## src/rtl/clock_div_multi.sv

```systemverilog
// Multi-channel 50%-duty clock divider with per-channel tick strobes and shadowed half-period loads.
// Optional CLOCK_DIV_MULTI_SYNC_EN adds a `sync` input that phase-aligns every channel.
module clock_div_multi #(
    parameter  int NUM_CH       = 4,
    parameter  int CNT_W        = 27,
    parameter  int DEFAULT_HALF = 90_000,
    localparam int CH_W         = (NUM_CH > 1) ? $clog2(NUM_CH) : 1
) (
    input  logic              clk,
    input  logic              rst_n,
    input  logic [NUM_CH-1:0] en,
`ifdef CLOCK_DIV_MULTI_SYNC_EN
    input  logic              sync,
`endif
    input  logic              cfg_valid,
    output logic              cfg_ready,
    input  logic [CH_W-1:0]   cfg_ch,
    input  logic [CNT_W-1:0]  cfg_half,
    output logic [NUM_CH-1:0] div_clk,
    output logic [NUM_CH-1:0] tick
);

    logic [NUM_CH-1:0] pend_v;
    logic              sync_i;

`ifdef CLOCK_DIV_MULTI_SYNC_EN
    assign sync_i = sync;
`else
    assign sync_i = 1'b0;
`endif

    // Out-of-range channels match no entry, so they stay ready and the load is dropped.
    always_comb begin
        cfg_ready = 1'b1;
        for (int i = 0; i < NUM_CH; i++) begin
            if (cfg_ch == CH_W'(i)) cfg_ready = ~pend_v[i];
        end
    end

    for (genvar g = 0; g < NUM_CH; g++) begin : g_ch
        logic [CNT_W-1:0] cnt;
        logic [CNT_W-1:0] half;
        logic [CNT_W-1:0] shadow;
        logic [CNT_W-1:0] h_eff;
        logic             pend;
        logic             div_q;
        logic             tick_q;
        logic             term;
        logic             xfer;

        assign h_eff = (half == '0) ? CNT_W'(1) : half;
        // >= rather than == so a half shrunk below a frozen count cannot wrap the counter.
        assign term  = (cnt >= h_eff - CNT_W'(1));
        assign xfer  = cfg_valid && cfg_ready && (cfg_ch == CH_W'(g));

        always_ff @(posedge clk) begin
            if (!rst_n) begin
                cnt    <= '0;
                half   <= CNT_W'(DEFAULT_HALF);
                shadow <= CNT_W'(DEFAULT_HALF);
                pend   <= 1'b0;
                div_q  <= 1'b0;
                tick_q <= 1'b0;
            end else if (sync_i) begin
                cnt    <= '0;
                div_q  <= 1'b0;
                tick_q <= 1'b0;
                pend   <= 1'b0;
                if (xfer) begin
                    shadow <= cfg_half;
                    half   <= cfg_half;
                end else if (pend) begin
                    half   <= shadow;
                end
            end else begin
                if (en[g]) begin
                    if (term) begin
                        cnt    <= '0;
                        div_q  <= ~div_q;
                        tick_q <= 1'b1;
                        if (pend) begin
                            half <= shadow;
                            pend <= 1'b0;
                        end
                    end else begin
                        cnt    <= cnt + CNT_W'(1);
                        tick_q <= 1'b0;
                    end
                end else begin
                    tick_q <= 1'b0;
                    if (pend) begin
                        half <= shadow;
                        pend <= 1'b0;
                    end
                end
                // A transfer only happens while pend is clear, so it never collides with an apply.
                if (xfer) begin
                    shadow <= cfg_half;
                    pend   <= 1'b1;
                end
            end
        end

        assign div_clk[g] = div_q;
        assign tick[g]    = tick_q;
        assign pend_v[g]  = pend;
    end

endmodule

```

## config.mk

```make
export PLATFORM = sky130hd
export DESIGN_NAME = clock_div_multi
export DESIGN_NICKNAME = d
export VERILOG_FILES = /design/src/rtl/clock_div_multi.sv
export SDC_FILE = /design/constraint.sdc
export NUM_CORES = 1
export LEC_CHECK = 0
export CAP_MARGIN = 25
export CORE_MARGIN = 3
export CORE_UTILIZATION = 49
export DETAILED_ROUTE_END_ITERATION = 8
export PLACE_DENSITY = 0.65
export RECOVER_POWER = 25
export SYNTH_ARGS = -nofsm -noshare
export SYNTH_HDL_FRONTEND = slang
export SYNTH_SLANG_ARGS = --single-unit
```

## constraint.sdc

```tcl
create_clock -name clk -period 13.4 [get_ports clk]
set_input_delay 2.68 -clock clk [delete_from_list [all_inputs] [get_ports clk]]
set_output_delay 2.68 -clock clk [all_outputs]
set_load 0.01 [all_outputs]
```

==> reports/metrics.yaml, run 1 <==
outcome:
  status: "finished, violations left"
  violations: "capacitance limit, slew limit"
timing:
  setup_total_negative_slack_ns: 0
  f_max_ghz: 0.1325
  finalHoldWorstSlack_ns: 0.4512
  max_slew.worst_pin.slew_ns: 4.838
  finalHoldViolations: 0
  finalWorstPathRequiredPeriod_ns: 7.549
  max-slew-margin-rel_pct: -222.5
  final-max-slew-violation-count: 134
  fin_skew_ns: 0.009785
  final_min_period_over_clock_period_pct: 56.34
  setup_viol: 0
  rsz0062_at_grt: "false"
placement:
  gp_congestion: 0.8358
  detailedPlacementHpwl_mm: 30.65
  portBuffers: 44
worst_hold_path:
  hold_path.startpoint: "g_ch[2].shadow[23]"
  holdPathStages: 2
  min_to: "g_ch[2].half[23]"
  worst_hold_path_type: "reg -> reg"
worst_setup_path:
  timing.critical_path.arrival_ns: 8.01
  ff2ff_setup_slack_ns: 7.75
  critical_path.endpoint_type: "flop"
  r2r_end: "g_ch[1].div_q"
  timing_worst_setup_path_type: "in -> reg"
  required_worst_endpoint_ns: 13.86
  critical_path.max_stage_delay_ns: 3.31
  setup.worst_path.start_class: "input pin"
  r2r.worst_path.cells: 17
  crit_path_cell_trace: "clkbuf_1, buf_4, or4b_2, a211oi_1, a31o_2"
  timing.rr.start: "g_ch[1].half[18]"
  crit_path_top_delay_cell: "sky130_fd_sc_hd__clkbuf_1"
  worstPathMaxFanout: 134
finish:
  final_layout_size_suffix_gt1_share_pct: 5.215
  antenna_cells: 0
  post_synthesis_to_final_layout_area_growth_pct: 10.54
  final_stage_net_count: 2312
global_route:
  global_route.usage.total_pct: 21.40
  antenna_found_initial: 0
  first_global_vias: 14120
  grt_remaining_overflow: 0
  grt_pass1_wl_mm: 72.41
  grt_max_degree: 251
clocking:
  clk-insertion-delay-late_ns: 0.52
  cts.repair.resized: 0
  cts.repair_timing.setup_buffer_count: 0
  htree_levels: 2
  cts_buffers: 37
  clock_path_buffers: 3
  cts.sink_count: 336
  cts_tree: "built"
  cts.hold.buffers_added: 0
  clk_pin_slew_ns: 0.06
  cts.root.buffer_cell: "sky130_fd_sc_hd__clkbuf_16"
power:
  p_clk_share_pct: 46.5
  swShare_pct: 22.65
  p_sw_uw: 483.7
  power_density_nw_per_um2: 104.4
  p_leak_nw: 7.211
  share_seq_of_total_power_pct: 48.2
  vdd.ir_drop.worst_mv: 0.07659
  internal_power_mw: 1.652
  power.combinational.fraction_pct: 5.3
die:
  die_h_um: 200.4
  initial_core_util_pct: 50.08
  core_um2: 36960
  fp-row-count: 70
  dieArea_um2: 40140
  io_pins: 45
  floorplan.die.width_um: 200.4
yosys:
  post_synth_main_area_contributors: "sky130_fd_sc_hd__dfxtp_1 36%, sky130_fd_sc_hd__nand2_1 9.1%, sky130_fd_sc_hd__ha_1 7.8%"
  synthesis.instances: 2174
  synth.top_cells.by_count: "450 x sky130_fd_sc_hd__nand2_1, 336 x sky130_fd_sc_hd__dfxtp_1, 116 x sky130_fd_sc_hd__ha_1"
  netlist_area_pre_place_um2: 18510
  synth-simple-area-share_pct: 29.01
  synth_edf_count: 0
  synthMuxAreaShare_pct: 5.631
  synth_top_cell_by_area: "sky130_fd_sc_hd__dfxtp_1"
  synthAdderAreaFrac_pct: 7.842
  synth_compound_gate_area_share_pct: 9.281
  yosys_warnings: 0
  synth_xor_xnor_area_share_pct: 8.376
  synth_seq_area_share_pct: 36.34
  ys_types: 72
  synth_nets: 2326
  yosys_register_bits: 336
  synth_top_family_by_area: "simple AND/OR/NAND/NOR gates"
  synthMostInstantiatedCell: "sky130_fd_sc_hd__nand2_1"
  synth.avg_cell_area_um2: 8.514
  yosysTopAreaCellShare_pct: 36.34
  synth-async-reset-ratio_pct: 0
  synth_top_flop_cell: "sky130_fd_sc_hd__dfxtp_1"
routing:
  first_pass_detailed_route_iteration_total: 6
  drt-vias-per-instance: 5.561
  route.antenna.remaining_nets: 0
  wire_per_inst_um: 16.31
  drcViolationCount: 0
  drt-total-wl_mm: 43.86
  routed-via-count: 14960
  detailedRoute.firstIterationViolations: 917
run:
  max_cap_viol_count: 1
[metal layers]
layer,part of all wire [%],vias up,global-route usage (%)
met2,46,235,35.59
li1,-,7557,-
met4,2.8,0,6.474
met1,47,7100,29.09
met5,0,-,0
met3,3.7,68,2.877
[stage by stage]
stage | total power [mW] | worst slack, ns | cell area [um^2] | cells | util [%]
6_report | 2.136 | 5.851 | 20460 | 2690 | 55.36
5_1_grt | 2.218 | 5.142 | 20460 | 2690 | 55.36
4_1_cts | 2.164 | 6.366 | 20490 | 2689 | 55.43
3_5_place_dp | 1.163 | 6.352 | 19310 | 2624 | 52.24
3_3_place_gp | 1.159 | 6.356 | 19220 | 2620 | 52.00
2_1_floorplan | 1.119 | 7.458 | 18510 | 2174 | -
[critical path: cells and delay by family]
family | cells | cell delay [ns]
buffers and inverters | 2 | 4.26
and+or+nand+nor | 1 | 0.64
AOI/OAI and AO/OA | 2 | 0.39
[registers in the layout (all words and copies together), names as in the netlist]
register,cells
g_ch.half,108
g_ch.div_q,4
g_ch.tick_q,4
g_ch.pend,4
g_ch.cnt,108
g_ch.shadow,108
[cell type report]
| class | count | area (um^2) |
|---|---|---|
| Fill cell | 3420 | 16500 |
| Sequential cell | 336 | 6726 |
| Clock inverter | 12 | 112.6 |
| Inverter | 38 | 142.6 |
| Timing Repair Buffer | 60 | 603.1 |
| Clock buffer | 53 | 1066 |
| Multi-Input combinational cell | 1687 | 11180 |
| Tap cell | 504 | 630.6 |
[power groups by stage]
| stage | clock [mW] | sequential, mW | combinational, mW |
|---|---|---|---|
| 3_3_place_gp | 0 | 1.05 | 0.109 |
| 6_report | 0.993 | 1.03 | 0.114 |
| 4_1_cts | 1.02 | 1.03 | 0.113 |
| 5_1_grt | 1.06 | 1.03 | 0.125 |
| 3_5_place_dp | 0 | 1.05 | 0.113 |
| 2_1_floorplan | 0 | 1.05 | 0.0728 |
[kinds of logic (layout without fill, tap and decap cells)]
kind of cell,Yosys count,in the layout
muxes,104,104
DFF,336,336
and+or+nand+nor,1048,1048
xor gates and xnor gates,177,177
adders and majority gates,116,116
AOI/OAI and AO/OA,242,242
buffers and inverters,151,163
[layout by cell type, fill, tap and decap left out, types with 10 or more instances in the layout]
master | netlist | routed
sky130_fd_sc_hd__nand2_1 | 450 | 450
sky130_fd_sc_hd__dfxtp_1 | 336 | 336
sky130_fd_sc_hd__ha_1 | 116 | 116
sky130_fd_sc_hd__nand3_1 | 105 | 105
sky130_fd_sc_hd__mux2i_1 | 103 | 103
sky130_fd_sc_hd__xnor2_1 | 101 | 101
sky130_fd_sc_hd__nor2_1 | 88 | 88
sky130_fd_sc_hd__a21boi_0 | 79 | 79
sky130_fd_sc_hd__xor2_1 | 76 | 76
sky130_fd_sc_hd__nor3b_1 | 68 | 67
sky130_fd_sc_hd__nor2b_1 | 63 | 63
sky130_fd_sc_hd__nand4_1 | 51 | 51
sky130_fd_sc_hd__a21oi_1 | 48 | 48
sky130_fd_sc_hd__clkbuf_16 | 0 | 37
sky130_fd_sc_hd__inv_1 | 36 | 36
sky130_fd_sc_hd__nor3_1 | 35 | 34
sky130_fd_sc_hd__clkdlybuf4s50_1 | 0 | 34
sky130_fd_sc_hd__and3_1 | 31 | 31
sky130_fd_sc_hd__nor4_1 | 26 | 26
sky130_fd_sc_hd__nor4b_1 | 22 | 22
sky130_fd_sc_hd__nand3b_1 | 17 | 17
sky130_fd_sc_hd__o21ai_0 | 16 | 16
sky130_fd_sc_hd__a211oi_1 | 14 | 14
sky130_fd_sc_hd__a21o_1 | 14 | 14
sky130_fd_sc_hd__and2_1 | 13 | 13
sky130_fd_sc_hd__or3_1 | 12 | 12
sky130_fd_sc_hd__or4_1 | 11 | 11
sky130_fd_sc_hd__o21a_1 | 11 | 11
sky130_fd_sc_hd__o211ai_1 | 11 | 11
sky130_fd_sc_hd__nand2b_1 | 10 | 10
sky130_fd_sc_hd__a31o_2 | 10 | 10
sky130_fd_sc_hd__clkbuf_1 | 89 | 10
sky130_fd_sc_hd__buf_4 | 14 | 10
[worst max path at each step]
stage	startpoint	endpoint	slack [ns]	cells after the start
after floorplan	cfg_ch[0]	cfg_ready	7.46	2
after global placement	cfg_ch[0]	cfg_ready	6.36	4
after detailed placement	cfg_ch[0]	cfg_ready	6.35	4
after CTS	cfg_ch[0]	cfg_ready	6.37	4
after global routing	rst_n	g_ch[0].cnt[3]	5.14	5
final	rst_n	g_ch[0].cnt[3]	5.85	5
(Power assumes the default switching activity.)
==> run 2: changes to the inputs <==
--- a/config.mk
+++ b/config.mk
@@ -9,7 +9,7 @@
 export CORE_MARGIN = 3
 export CORE_UTILIZATION = 49
 export DETAILED_ROUTE_END_ITERATION = 8
-export PLACE_DENSITY = 0.65
+export PLACE_DENSITY = 0.68
 export RECOVER_POWER = 25
 export SYNTH_ARGS = -nofsm -noshare
 export SYNTH_HDL_FRONTEND = slang
==> constraint.sdc (replaced) <==
create_clock -name clk -period 6.4 [get_ports clk]
set_input_delay 1.28 -clock clk [delete_from_list [all_inputs] [get_ports clk]]
set_output_delay 1.28 -clock clk [all_outputs]
set_load 0.01 [all_outputs]
==> reports/metrics.yaml, run 2 (same netlist as run 1, synthesis figures left out) <==
timing:
  finalHoldViolations: 0  # unchanged
  final_min_period_over_clock_period_pct: 86.32
  finalHoldWorstSlack_ns: 0.4460  # -0.005191 ns
  final-max-slew-violation-count: 0  # -100%
  max_slew.worst_pin.slew_ns: 1.011  # -3.827 ns
  f_max_ghz: 0.1810
  fin_skew_ns: 0.02060  # +0.01081 ns
  setup_total_negative_slack_ns: 0  # unchanged
  finalWorstSetupSlack_ns: 0.8757  # -4.975 ns
  finalWorstPathRequiredPeriod_ns: 5.524
  max-slew-margin-rel_pct: 32.59  # +260 points
  setup_viol: 0  # unchanged
  rsz0062_at_grt: "false"
worst_setup_path:
  required_worst_endpoint_ns: 6.86  # -7.00 ns
  timing.critical_path.arrival_ns: 5.98  # -2.03 ns
  crit_path_top_delay_cell: "sky130_fd_sc_hd__a31oi_4"
  timing_worst_setup_path_type: "reg -> reg"
  timing.critical_path.buf_inv: 1  # -1
  setup.worst_path.start_class: "flop"
  worstPathMaxFanout: 15  # -89%
  crit_path_cell_trace: "or4_1, nor4_2, and3_1, and3_1, nor2_1, ha_1, nand3b_1, or3_1, nor3b_2, and2b_1, xnor2_1, ha_1, nand4_1, or2_2, nor3_1, o2111ai_1, a31oi_4, buf_4, mux2i_1"
  critical_path.max_stage_delay_ns: 0.62  # -2.69 ns
  cp_top_family: "simple AND/OR/NAND/NOR gates"
  critical_path.endpoint_type: "flop"
routing:
  detailedRoute.firstIterationViolations: 1018  # +11%
  routed-via-count: 15050  # +0.59%
  wire_per_inst_um: 16.23  # -0.47%
  route.antenna.remaining_nets: 0  # unchanged
  drt-vias-per-instance: 5.588  # +0.48%
  drcViolationCount: 0  # unchanged
  drt-total-wl_mm: 43.71  # -0.36%
  first_pass_detailed_route_iteration_total: 5  # -1
clocking:
  cts_buffers: 37  # unchanged
  cts.root.buffer_cell: "sky130_fd_sc_hd__clkbuf_16"
  clk-insertion-delay-late_ns: 0.54  # +0.02 ns
  cts.repair.resized: 0  # unchanged
  clock_path_buffers: 3  # unchanged
  clk_pin_slew_ns: 0.06  # about the same
  cts.repair_timing.setup_buffer_count: 0  # unchanged
  cts.sink_count: 336  # unchanged
  cts.hold.buffers_added: 0  # unchanged
  htree_levels: 2  # unchanged
  cts_tree: "built"
power:
  p_clk_share_pct: 49.0  # +2.5 points
  p_total_mw: 4.681  # +120%
  swShare_pct: 22.64  # about the same
  power.combinational.fraction_pct: 5.0  # -0.3 points
  p_sw_mw: 1.060  # +120%
  internal_power_mw: 3.621  # +120%
  power_density_nw_per_um2: 227.2  # +120%
  p_leak_nw: 7.282  # +0.99%
  share_seq_of_total_power_pct: 46.0  # -2.2 points
  vdd.ir_drop.worst_mv: 0.1478  # +93%
finish:
  most_frequent_cells_in_the_layout: "450 x sky130_fd_sc_hd__nand2_1, 336 x sky130_fd_sc_hd__dfxtp_1, 116 x sky130_fd_sc_hd__ha_1"
  final_layout_size_suffix_gt1_share_pct: 5.573  # +0.36 points
  final_util_pct: 55.75  # +0.40 points
  post_synthesis_to_final_layout_area_growth_pct: 11.34
  multiInputGateArea_um2: 11180  # unchanged
  final_stage_net_count: 2312  # unchanged
  seqCellArea_um2: 6726  # unchanged
  biggest_registers_after_layout: "g_ch.cnt: 108 flops, g_ch.half: 108 flops, g_ch.shadow: 108 flops"
  antenna_cells: 0  # unchanged
  num-fill-cells: 3388  # -0.94%
  mostFrequentLayoutCell: "sky130_fd_sc_hd__nand2_1"
placement:
  dpl_worst_slack_ns: 0.9317  # -5.421 ns
  portBuffers: 44  # unchanged
  detailedPlacementHpwl_mm: 30.60  # -0.18%
  gp_congestion: 0.8759  # +4.8%
die:
  initial_core_util_pct: 50.08  # unchanged
  core_um2: 36960  # unchanged
  floorplan.die.width_um: 200.4  # unchanged
  io_pins: 45  # unchanged
  dieArea_um2: 40140  # unchanged
  die_h_um: 200.4  # unchanged
  fp-row-count: 70  # unchanged
global_route:
  grt_remaining_overflow: 0  # unchanged
  grt_pass1_wl_mm: 72.51  # +0.13%
  global_route.usage.total_pct: 21.30  # -0.11 points
  grt_max_degree: 198  # -21%
  first_global_vias: 14530  # +2.9%
  antenna_found_initial: 0  # unchanged
outcome:
  status: "complete, no violations"
run:
  max_cap_viol_count: 0  # -1
worst_hold_path:
  worst_hold_path_type: "reg -> reg"
[run 2: cell count changes in the layout (fill, tap and decap cells not counted), moves of 2 or more]
cell / delta
sky130_fd_sc_hd__clkbuf_1: -6
sky130_fd_sc_hd__bufinv_16: +3
sky130_fd_sc_hd__inv_6: +2
sky130_fd_sc_hd__clkinv_2: -3
sky130_fd_sc_hd__buf_4: +3
sky130_fd_sc_hd__clkinvlp_4: +3
sky130_fd_sc_hd__clkbuf_16: +2
[run 2: final timing paths]
kind	start	to	slack, ns	cells past startpoint
setup reg to reg	g_ch[3].half[18]	g_ch[3].half[16]	0.88	19
hold reg to reg	g_ch[3].shadow[26]	g_ch[3].half[26]	0.45	2
hold / removal	g_ch[3].shadow[26]	g_ch[3].half[26]	0.45	2
setup / recovery	g_ch[3].half[18]	g_ch[3].half[16]	0.88	19
[run 2: metrics by stage]
step / cell area, um^2 / std cells
detailed placement: 19260 / 2624
CTS: 20580 / 2692
floorplan: 18510 / 2174
finish: 20610 / 2693
global placement: 19240 / 2623
global route: 20610 / 2693
[run 2: area by class of cell]
cell class	count	area share, %
multi-input cells	1687	54.24
flip-flops and latches	336	32.64
clock buffers	50	5.276
well taps	504	3.060
repair buffers	60	2.939
clock inverters	18	1.148
inverters	38	0.6922
[run 2: layer usage]
layer	part of all wire, %	GRT usage, %	routed length, um
met3	4.8	3.543	2103
met4	2.5	6.474	1101
met1	46	28.04	20120
met5	0	0	0
met2	47	35.98	20390
[run 2: power by group through the flow]
stage / clock [mW] / sequential [mW] / combinational [mW]
floorplan: 0 / 2.19 / 0.152
global placement: 0 / 2.20 / 0.229
detailed placement: 0 / 2.20 / 0.233
CTS: 2.34 / 2.15 / 0.235
global route: 2.43 / 2.16 / 0.261
finish: 2.29 / 2.15 / 0.236
[run 2: tightest hold or removal path, delay by kind of cell, from the launching register on]
| family | cells | cell delay, ns |
|---|---|---|
| multiplexers | 1 | 0.05 |
| AND/OR/NAND/NOR | 1 | 0.05 |
| flip-flops | 1 | 0.31 |
